$ cat src/rtl/arithmetic_unit.sv
// arithmetic_unit: handshaked RV32I/RV32M execute unit with iterative restoring divider
module arithmetic_unit #(
    parameter int DATA_WIDTH = 32,
    parameter bit ENABLE_M   = 1'b1
) (
    input  logic                  clk,
    input  logic                  rst,
    input  logic                  in_valid,
    output logic                  in_ready,
    input  logic [DATA_WIDTH-1:0] lhs,
    input  logic [DATA_WIDTH-1:0] rhs,
    input  logic [14:12]          operation,
    input  logic [31:25]          metadata,
    output logic                  out_valid,
    input  logic                  out_ready,
    output logic [DATA_WIDTH-1:0] result,
    output logic                  illegal,
    output logic                  busy
);
    localparam int W  = DATA_WIDTH;
    localparam int SW = $clog2(W);

    typedef enum logic [1:0] {IDLE, DIVIDE, DONE} state_t;

    state_t          state, state_nx;
    logic            accept, m_op, base_ok, legal, is_div, div_sgn;
    logic            lhs_neg, rhs_neg, div_zero, div_ovf, div_norm, last;
    logic [W-1:0]    lhs_mag, rhs_mag, alu_res, sra_res, mul_res, spec_res, load_res;
    logic [SW-1:0]   shamt, count;
    logic [2*W-1:0]  ma, mb, prod;
    logic [W-1:0]    q_reg, r_reg, d_reg, q_nx, r_nx, div_res;
    logic            neg_q, neg_r, rem_sel;
    logic [W:0]      rem_shift, diff;

    assign in_ready  = (state == IDLE) || (state == DONE && out_ready);
    assign out_valid = state == DONE;
    assign busy      = state == DIVIDE;
    assign accept    = in_valid && in_ready;

    assign m_op     = ENABLE_M && metadata == 7'h01;
    assign base_ok  = metadata == 7'h00 || (metadata == 7'h20 && (operation == 3'd0 || operation == 3'd5));
    assign legal    = base_ok || m_op;
    assign is_div   = m_op && operation[14];
    assign div_sgn  = !operation[12];
    assign lhs_neg  = div_sgn && lhs[W-1];
    assign rhs_neg  = div_sgn && rhs[W-1];
    assign div_zero = rhs == '0;
    assign div_ovf  = div_sgn && lhs == {1'b1, {(W-1){1'b0}}} && rhs == '1;
    assign div_norm = is_div && !div_zero && !div_ovf;
    assign lhs_mag  = lhs_neg ? -lhs : lhs;
    assign rhs_mag  = rhs_neg ? -rhs : rhs;

    // A 2W-bit modular product of sign/zero-extended operands gives every
    // high-half variant exactly, since each true product fits in 2W bits.
    assign ma      = {{W{lhs[W-1] && operation != 3'd3}}, lhs};
    assign mb      = {{W{rhs[W-1] && operation == 3'd1}}, rhs};
    assign prod    = ma * mb;
    assign mul_res = operation == 3'd0 ? prod[W-1:0] : prod[2*W-1:W];

    // Divide-by-zero and signed overflow finish without iterating.
    assign spec_res = div_zero ? (operation[13] ? lhs : '1) : (operation[13] ? '0 : lhs);

    assign shamt   = rhs[SW-1:0];
    assign sra_res = $signed(lhs) >>> shamt;

    // Base-ISA result, selected by funct3 with funct7 bit 5 picking sub/sra.
    always_comb begin
        alu_res = '0;
        case (operation)
            3'd0: alu_res = metadata[30] ? lhs - rhs : lhs + rhs;
            3'd1: alu_res = lhs << shamt;
            3'd2: alu_res = {{(W-1){1'b0}}, $signed(lhs) < $signed(rhs)};
            3'd3: alu_res = {{(W-1){1'b0}}, lhs < rhs};
            3'd4: alu_res = lhs ^ rhs;
            3'd5: alu_res = metadata[30] ? sra_res : lhs >> shamt;
            3'd6: alu_res = lhs | rhs;
            default: alu_res = lhs & rhs;
        endcase
    end

    assign load_res = !legal ? '0 : m_op ? (operation[14] ? spec_res : mul_res) : alu_res;

    // One restoring step: shift in the next dividend bit, keep the difference if non-negative.
    assign rem_shift = {r_reg, q_reg[W-1]};
    assign diff      = rem_shift - {1'b0, d_reg};
    assign q_nx      = {q_reg[W-2:0], !diff[W]};
    assign r_nx      = diff[W] ? rem_shift[W-1:0] : diff[W-1:0];
    assign div_res   = rem_sel ? (neg_r ? -r_nx : r_nx) : (neg_q ? -q_nx : q_nx);
    assign last      = count == SW'(W - 1);

    // State register.
    always_ff @(posedge clk) begin
        if (rst) state <= IDLE;
        else     state <= state_nx;
    end

    // Next-state decode: accepts take priority over returning to IDLE.
    always_comb begin
        state_nx = state;
        case (state)
            IDLE:    state_nx = accept ? (div_norm ? DIVIDE : DONE) : IDLE;
            DIVIDE:  state_nx = last ? DONE : DIVIDE;
            DONE:    state_nx = accept ? (div_norm ? DIVIDE : DONE) : (out_ready ? IDLE : DONE);
            default: state_nx = IDLE;
        endcase
    end

    // Result/flag capture and divider iteration; sign correction lands with the final step.
    always_ff @(posedge clk) begin
        if (rst) begin
            result  <= '0;
            illegal <= 1'b0;
            q_reg   <= '0;
            r_reg   <= '0;
            d_reg   <= '0;
            count   <= '0;
            neg_q   <= 1'b0;
            neg_r   <= 1'b0;
            rem_sel <= 1'b0;
        end else if (accept) begin
            illegal <= !legal;
            if (div_norm) begin
                q_reg   <= lhs_mag;
                r_reg   <= '0;
                d_reg   <= rhs_mag;
                count   <= '0;
                neg_q   <= lhs_neg ^ rhs_neg;
                neg_r   <= lhs_neg;
                rem_sel <= operation[13];
            end else begin
                result <= load_res;
            end
        end else if (state == DIVIDE) begin
            q_reg <= q_nx;
            r_reg <= r_nx;
            count <= count + 1'b1;
            if (last) result <= div_res;
        end
    end
endmodule

$ cat config.mk
export PLATFORM = sky130hd
export DESIGN_NAME = arithmetic_unit
export DESIGN_NICKNAME = d
export VERILOG_FILES = /design/src/rtl/arithmetic_unit.sv
export SDC_FILE = /design/constraint.sdc
export NUM_CORES = 2
export LEC_CHECK = 0
export ABC_AREA = 1
export BUFFER_PORTS_ARGS = -buffer_cell sky130_fd_sc_hd__buf_4
export CAP_MARGIN = 20
export CORE_ASPECT_RATIO = 1.5
export CORE_MARGIN = 2
export CORE_UTILIZATION = 55
export CTS_BUF_LIST = sky130_fd_sc_hd__clkbuf_4 sky130_fd_sc_hd__clkbuf_8 sky130_fd_sc_hd__clkbuf_16
export CTS_CLUSTER_DIAMETER = 60
export DETAILED_ROUTE_END_ITERATION = 16
export PLACE_DENSITY = 0.79
export SLEW_MARGIN = 30
export SYNTH_ARGS = -nofsm -noshare
export SYNTH_HDL_FRONTEND = slang
export SYNTH_SLANG_ARGS = --single-unit
$ cat constraint.sdc
create_clock -name clk -period 18.95 [get_ports clk]
set_input_delay 3.79 -clock clk [delete_from_list [all_inputs] [get_ports clk]]
set_output_delay 3.79 -clock clk [all_outputs]
set_load 0.02 [all_outputs]
Word-level counts from Yosys, hierarchy flattened
Index checks and enable logic that the tools add are counted.
Storage, ports and cells
  register bits after elaboration: 139
  input bits: 78
  output and inout port bits: 36
  word-level logic and storage cells: 109
Operators by class
  add/sub/neg operators: 8
  multiply operators: 1
  order comparisons: 2
  equality and inequality tests: 16
  shifts and indexed selects: 3
  muxes and demuxes: 35
  bitwise logic cells: 4
  reduce and logical (&&, ||, !) cells: 30
Operators by type and width (count)
  2-to-1 mux 32 bit: 25
  one-hot mux 32 bit (7 select lines): 1
  negator 32 bit: 4
  == test 32 bit (second input constant): 2
  < comparator 32 bit: 2
  multiplier 33 x 33 -> 64 bit: 1
  subtractor 33 x 32 -> 33 bit: 1
  adder 32 bit: 1
  bitwise AND 32 bit: 1
  zero test 32 bit: 1
  OR 32 bit: 1
  << shifter 32 x 5 -> 32 bit: 1
  >> shifter 32 x 5 -> 32 bit: 1
  >>> shifter 32 x 5 -> 32 bit: 1
  subtractor 32 bit: 1
  XOR 32 bit: 1
  2-to-1 mux 5 bit: 3
  logical AND 1 bit: 12
  2-to-1 mux 2 bit: 5
  == test 3 bit (second input constant): 3
  == test 7 x 1 -> 1 bit (second input constant): 1
  == test 7 x 6 -> 1 bit (second input constant): 1
  zero test 7 bit: 1
  == test 3 x 2 -> 1 bit (second input constant): 2
  17 further kinds: 26

Depth between registers and ports, before layout
  depth in word-level cells: 9
  mapped depth: 40
  gate-level depth less buffers: 38

Worst setup path after synthesis
OpenSTA, ideal clock, no wires.
  kind: input port to flip-flop
  start: in operation[12] (netlist bit)
  end: reg result[27]
  setup time: 119 ps
  arrival time: 11326 ps
  required time: 18831 ps
  path slack: 7504 ps
  cell stages on the path: 31
  path buffers: 2
  cell sequence: clkbuf_1 nand3_1 nand2_1 clkbuf_1 nor2_1 fa_1 inv_1 fa_1 inv_1 fa_1 inv_1 fa_1 fa_1 fa_1 fa_1 fa_1 inv_1 ha_1 nand2_1 nor2_1 inv_1 nor4_1 nand3_1 nand4_1 nand2_1 o21ai_0 nand2_1 nand2_1 nand2_1 a31oi_1 a21oi_1
On the way
  cells in the longest elaborated chain, start to end: 9
  elaborated cells between the ends (all ways): 29
  classes of those cells: mul (1); eq/ne (8); mux (7); reduce/logical (13)
RTL lines
  from (decl): line 12  | input logic [14:12] operation,
  inequality test 3 x 2 -> 1 bit / == test 3 x 1 -> 1 bit (equally long branches): line 55, 56, 69
  logical AND 1 bit (on tied branches): line 55, 56
  multiplier 33 x 33 -> 64 bit: line 57  | assign prod = ma * mb;
  2-to-1 mux 32 bit: line 58  | assign mul_res = operation == 3'd0 ? prod[W-1:0] : prod[2*W-1:W];
  2-to-1 mux 32 bit (3 in series): line 81  | assign load_res = !legal ? '0 : m_op ? (operation[14] ? spec_res : mul_res) : alu_res;
  2-to-1 mux 32 bit: line 122  | if (div_norm) begin
  2-to-1 mux 32 bit: line 120  | end else if (accept) begin
  to (signal assigned): line 131  | result <= load_res;
  to (signal assigned): line 137  | if (last) result <= div_res;
  to (decl): line 16  | output logic [DATA_WIDTH-1:0] result,
Several ways; a longest one is shown, not always the timed one. The select of a mux whose other input is x is not followed.
A chain may end at the register's enable or synchronous reset.

Worst setup path in the final report
  start: in rhs[7]
  end: reg result[29]
On the way
  cells in the longest elaborated chain, start to end: 7
  elaborated cells between the ends (all ways): 21
  classes of those cells: add/sub (2); mul (1); eq/ne (2); mux (9); reduce/logical (7)
RTL lines
  from (decl): line 11  | input logic [DATA_WIDTH-1:0] rhs,
  multiplier 33 x 33 -> 64 bit (tied with other cells): line 57
  2-to-1 mux 32 bit (on tied branches): line 58, 61, 70
  2-to-1 mux 32 bit / one-hot mux 32 bit (7 select lines) (equally long branches): line 81, 69
  2-to-1 mux 32 bit (2 in series): line 81
  2-to-1 mux 32 bit: line 122
  2-to-1 mux 32 bit: line 120
Several ways; a longest one is shown, not always the timed one. The select of a mux whose other input is x is not followed.

==> flow_summary.rst <==
.. list-table::
   :header-rows: 1

   * - Metric
     - Value
   * - Vias in the first global route
     - 65420
   * - Worst flop-to-flop path endpoint
     - result[26]
   * - Post-synth top area share
     - 36.68%
   * - #FFs+latches synth
     - 139
   * - Netlist cell types
     - 70
   * - Max-slew headroom at the worst pin
     - 22.87%
   * - Fraction of the cycle the final worst path needs
     - 76.18%
   * - Synthesis-to-layout area growth
     - 3.776%
   * - DIE AREA
     - 0.1147 mm²
   * - Routing usage on met1
     - 54.80%
   * - Post-synthesis instance area
     - 0.06156 mm²
   * - Cell Count, Final, Fillers Out
     - 10270
   * - Floorplan row count
     - 150
   * - Maximum clock frequency
     - 0.06927 GHz
   * - Sequential area share after synthesis
     - 4.520%
   * - Maximum number of pins on one net before global-route repair
     - 67
   * - Detailed-route wire length per cell
     - 30.14 µm
   * - Largest cells by area after synthesis
     - fa_1, nand2_1, inv_1
   * - Required time of the critical path
     - 19.32 ns
   * - R2R depth
     - 29
   * - Hold Fails Final Rpt
     - 0
   * - Width of the die
     - 277.2 µm
   * - Worst setup slack after layout
     - 4.514 ns
   * - Number of antenna violations at the first check in global routing
     - 51
   * - Actual transition at the worst max-transition pin
     - 1.145 ns
   * - Via count of the routed design
     - 64470
   * - Number of nets in the synthesized netlist
     - 10570
   * - Hold Path Depth
     - 2
   * - Peak fanout along the critical path
     - 24
   * - Crit path capture type
     - flip-flop
   * - Number of warning messages in the yosys log
     - 0
   * - Initial cell density of the core
     - 55.31%
   * - Prevailing post-synth register cell
     - dfxtp_1
   * - Number of setup buffers added after CTS
     - 0
   * - Fin Setup TNS
     - 0 ns
   * - Vertical die dimension
     - 413.7 µm
   * - M3 GR Usage
     - 20.92%
   * - Type of the most critical hold path
     - reg2reg
   * - Clock Root Buffer
     - clkbuf_16
   * - Clock tree buffer depth
     - 2
   * - Startpoint of the lowest-slack register-to-register path
     - q_reg[31]
   * - Arrival time of data at the critical path endpoint
     - 14.81 ns
   * - Routability congestion estimate from global placement
     - 1.180
   * - Met2 demand-to-capacity share in global routing
     - 83.42%
   * - CTS tree
     - built
   * - Maximum Capacitance Violations
     - 0
   * - Number of nets in the layout
     - 10330
   * - GRT Util Overall
     - 54.37%
   * - Cell with the largest stage delay on the worst path
     - fa_1
   * - Pre-CTS setup slack
     - 4.816 ns
   * - CP startpoint kind
     - input port
   * - Outcome
     - complete, no violations
   * - Setup slack of the most critical reg-to-reg path
     - 12.98 ns
   * - Total instance count after detailed placement
     - 10200
   * - Slowest Stage Delay on Critical Path
     - 0.96 ns
   * - Max Slew Vio Count
     - 0
   * - Remaining antenna violation count after routing
     - 0
   * - Clock-pin transition on the worst setup and hold timing paths
     - 0.08 ns
   * - FFs w/ async S/R, synth
     - 0%
   * - Unrepaired setup endpoints after global routing
     - no
   * - Cells after synthesis
     - 9017
   * - Core Footprint
     - 0.1113 mm²
   * - Critical path start-end classification
     - in2reg
   * - Detailed Route WL
     - 309400 µm
   * - Setup violations, final
     - 0
   * - End point of the worst hold path
     - d_reg[31]
   * - Number of top-level pins
     - 114
   * - Layer with the highest usage after global routing
     - met2
   * - Residual DRC
     - 0
   * - Placed wire-length estimate
     - 236800 µm
   * - Layout cells sized above 1
     - 4.356%
   * - Total number of H-tree levels
     - 4
   * - Final critical delay including setup and external delays
     - 14.44 ns
   * - Delay-heaviest family, CP
     - adder cells
   * - Number of flops mapped to enable cells by yosys
     - 0
   * - Post-CTS Hold Fix Bufs
     - 0
   * - Post-Syn Area per Cell
     - 6.827 µm²
   * - Number of clock sinks
     - 139
   * - Synth area leader
     - fa_1
   * - Buffer and inverter count on the worst path
     - 10
   * - Total congestion overflow
     - 0
   * - Total iterations of the first detailed-routing run
     - 8
   * - Via density per instance
     - 6.281
   * - Worst Hold Launch
     - d_reg[31]
   * - Num CTS Buffers
     - 17
   * - Clock skew
     - 0.02199 ns
   * - Wire length of the first global-routing pass
     - 443000 µm
   * - Clock latency on the worst-skew pair
     - 0.48 ns
   * - Count of routing violations after the opening detailed-route iteration
     - 8548
   * - Total of buffers placed on input and output ports
     - 113
   * - Resized cells post-CTS
     - 0
==> how the worst max path moves through the flow <==
stage	start	cells past startpoint	to	slack, ns
after floorplan	operation[12]	31	result[27]	7.50
after global placement	operation[14]	35	result[29]	4.44
after detailed placement	operation[14]	35	result[29]	4.82
after CTS	operation[14]	35	result[29]	5.31
after global routing	operation[14]	35	result[29]	4.40
final	rhs[7]	32	result[29]	4.51
==> metrics by stage <==
step,hold slack [ns],util (%),area [µm²]
after floorplan,0.4331,-,61560
after global placement,0.4520,56.67,63070
after detailed placement,0.4569,56.68,63080
after CTS,0.4652,57.23,63700
after global routing,0.4928,57.34,63820
final,0.4634,57.40,63890
==> layout make-up <==
cell class                      instances  area [µm²]
Clock buffer                           19       446.7
Fill cell                           10710       47410
Sequential cell                       139        2783
Timing Repair Buffer                  203        1531
Clock inverter                         12       166.4
Inverter                             2095        7866
Tap cell                             1444        1807
Antenna cell                           29       72.57
Multi-Input combinational cell       6324       49210
==> layout by cell type, fill, tap and decap left out, types with 27 or more instances in the layout <==
cell type	n
o211ai_1	29
diode_2	29
o21bai_1	30
nor2_1	499
nand3_1	300
fa_1	1128
a31oi_1	33
nand2_2	30
ha_1	348
nor3_1	50
xor2_1	61
nand4_1	74
a21oi_1	525
inv_1	2067
buf_4	199
nand2_1	2379
o22ai_1	27
o21ai_0	498
dfxtp_1	139
==> metal layers <==
metal,routed length [µm],part of all wire [%],up-vias
li1,-,-,26600
met1,93230,30,30550
met2,135200,44,5142
met3,38720,13,2129
met4,41810,14,44
met5,400,0.13,-
==> worst reg2reg max path: cells and delay by family, from the launching register on <==
family / cells / cell delay (ns)
AO/OA/AOI/OAI: 4 / 1.15
flip-flops: 1 / 0.51
buffers and inverters: 5 / 0.75
AND/OR/NAND/NOR: 17 / 2.65
adder cells (fa/ha/maj): 3 / 0.87
==> synthesized netlist by cell type, drive strengths merged (3+ instances only) <==
| cell type | instances |
|---|---|
| nand2 | 2418 |
| inv | 2085 |
| fa | 1128 |
| a21oi | 538 |
| nor2 | 522 |
| o21ai | 520 |
| ha | 348 |
| clkbuf | 309 |
| nand3 | 306 |
| buf | 150 |
| dfxtp | 139 |
| nand4 | 76 |
| xor2 | 61 |
| nor3 | 60 |
| a31oi | 34 |
| o21bai | 30 |
| o211ai | 29 |
| o22ai | 27 |
| xnor2 | 27 |
| nor4 | 26 |
| a21o | 23 |
| or2 | 22 |
| nand3b | 20 |
| a211oi | 17 |
| o2111ai | 15 |
| o221ai | 12 |
| mux2i | 11 |
| clkinv | 10 |
| a21boi | 7 |
| and3 | 5 |
| maj3 | 5 |
| o21a | 5 |
| a221oi | 4 |
| o32ai | 4 |
| and2 | 3 |
| o31ai | 3 |
==> logic make-up after synthesis <==
kind of cell	synth area share (%)
simple gates	23.09
buf+inv	15.72
fa+ha+maj	43.84
compound gates	11.41
flops	4.520
xor+xnor	1.252
mux	0.1789
Power is left out: the tool's default activity adds up to more than one toggle a clock period on the data nets, which glitch-free logic cannot reach.
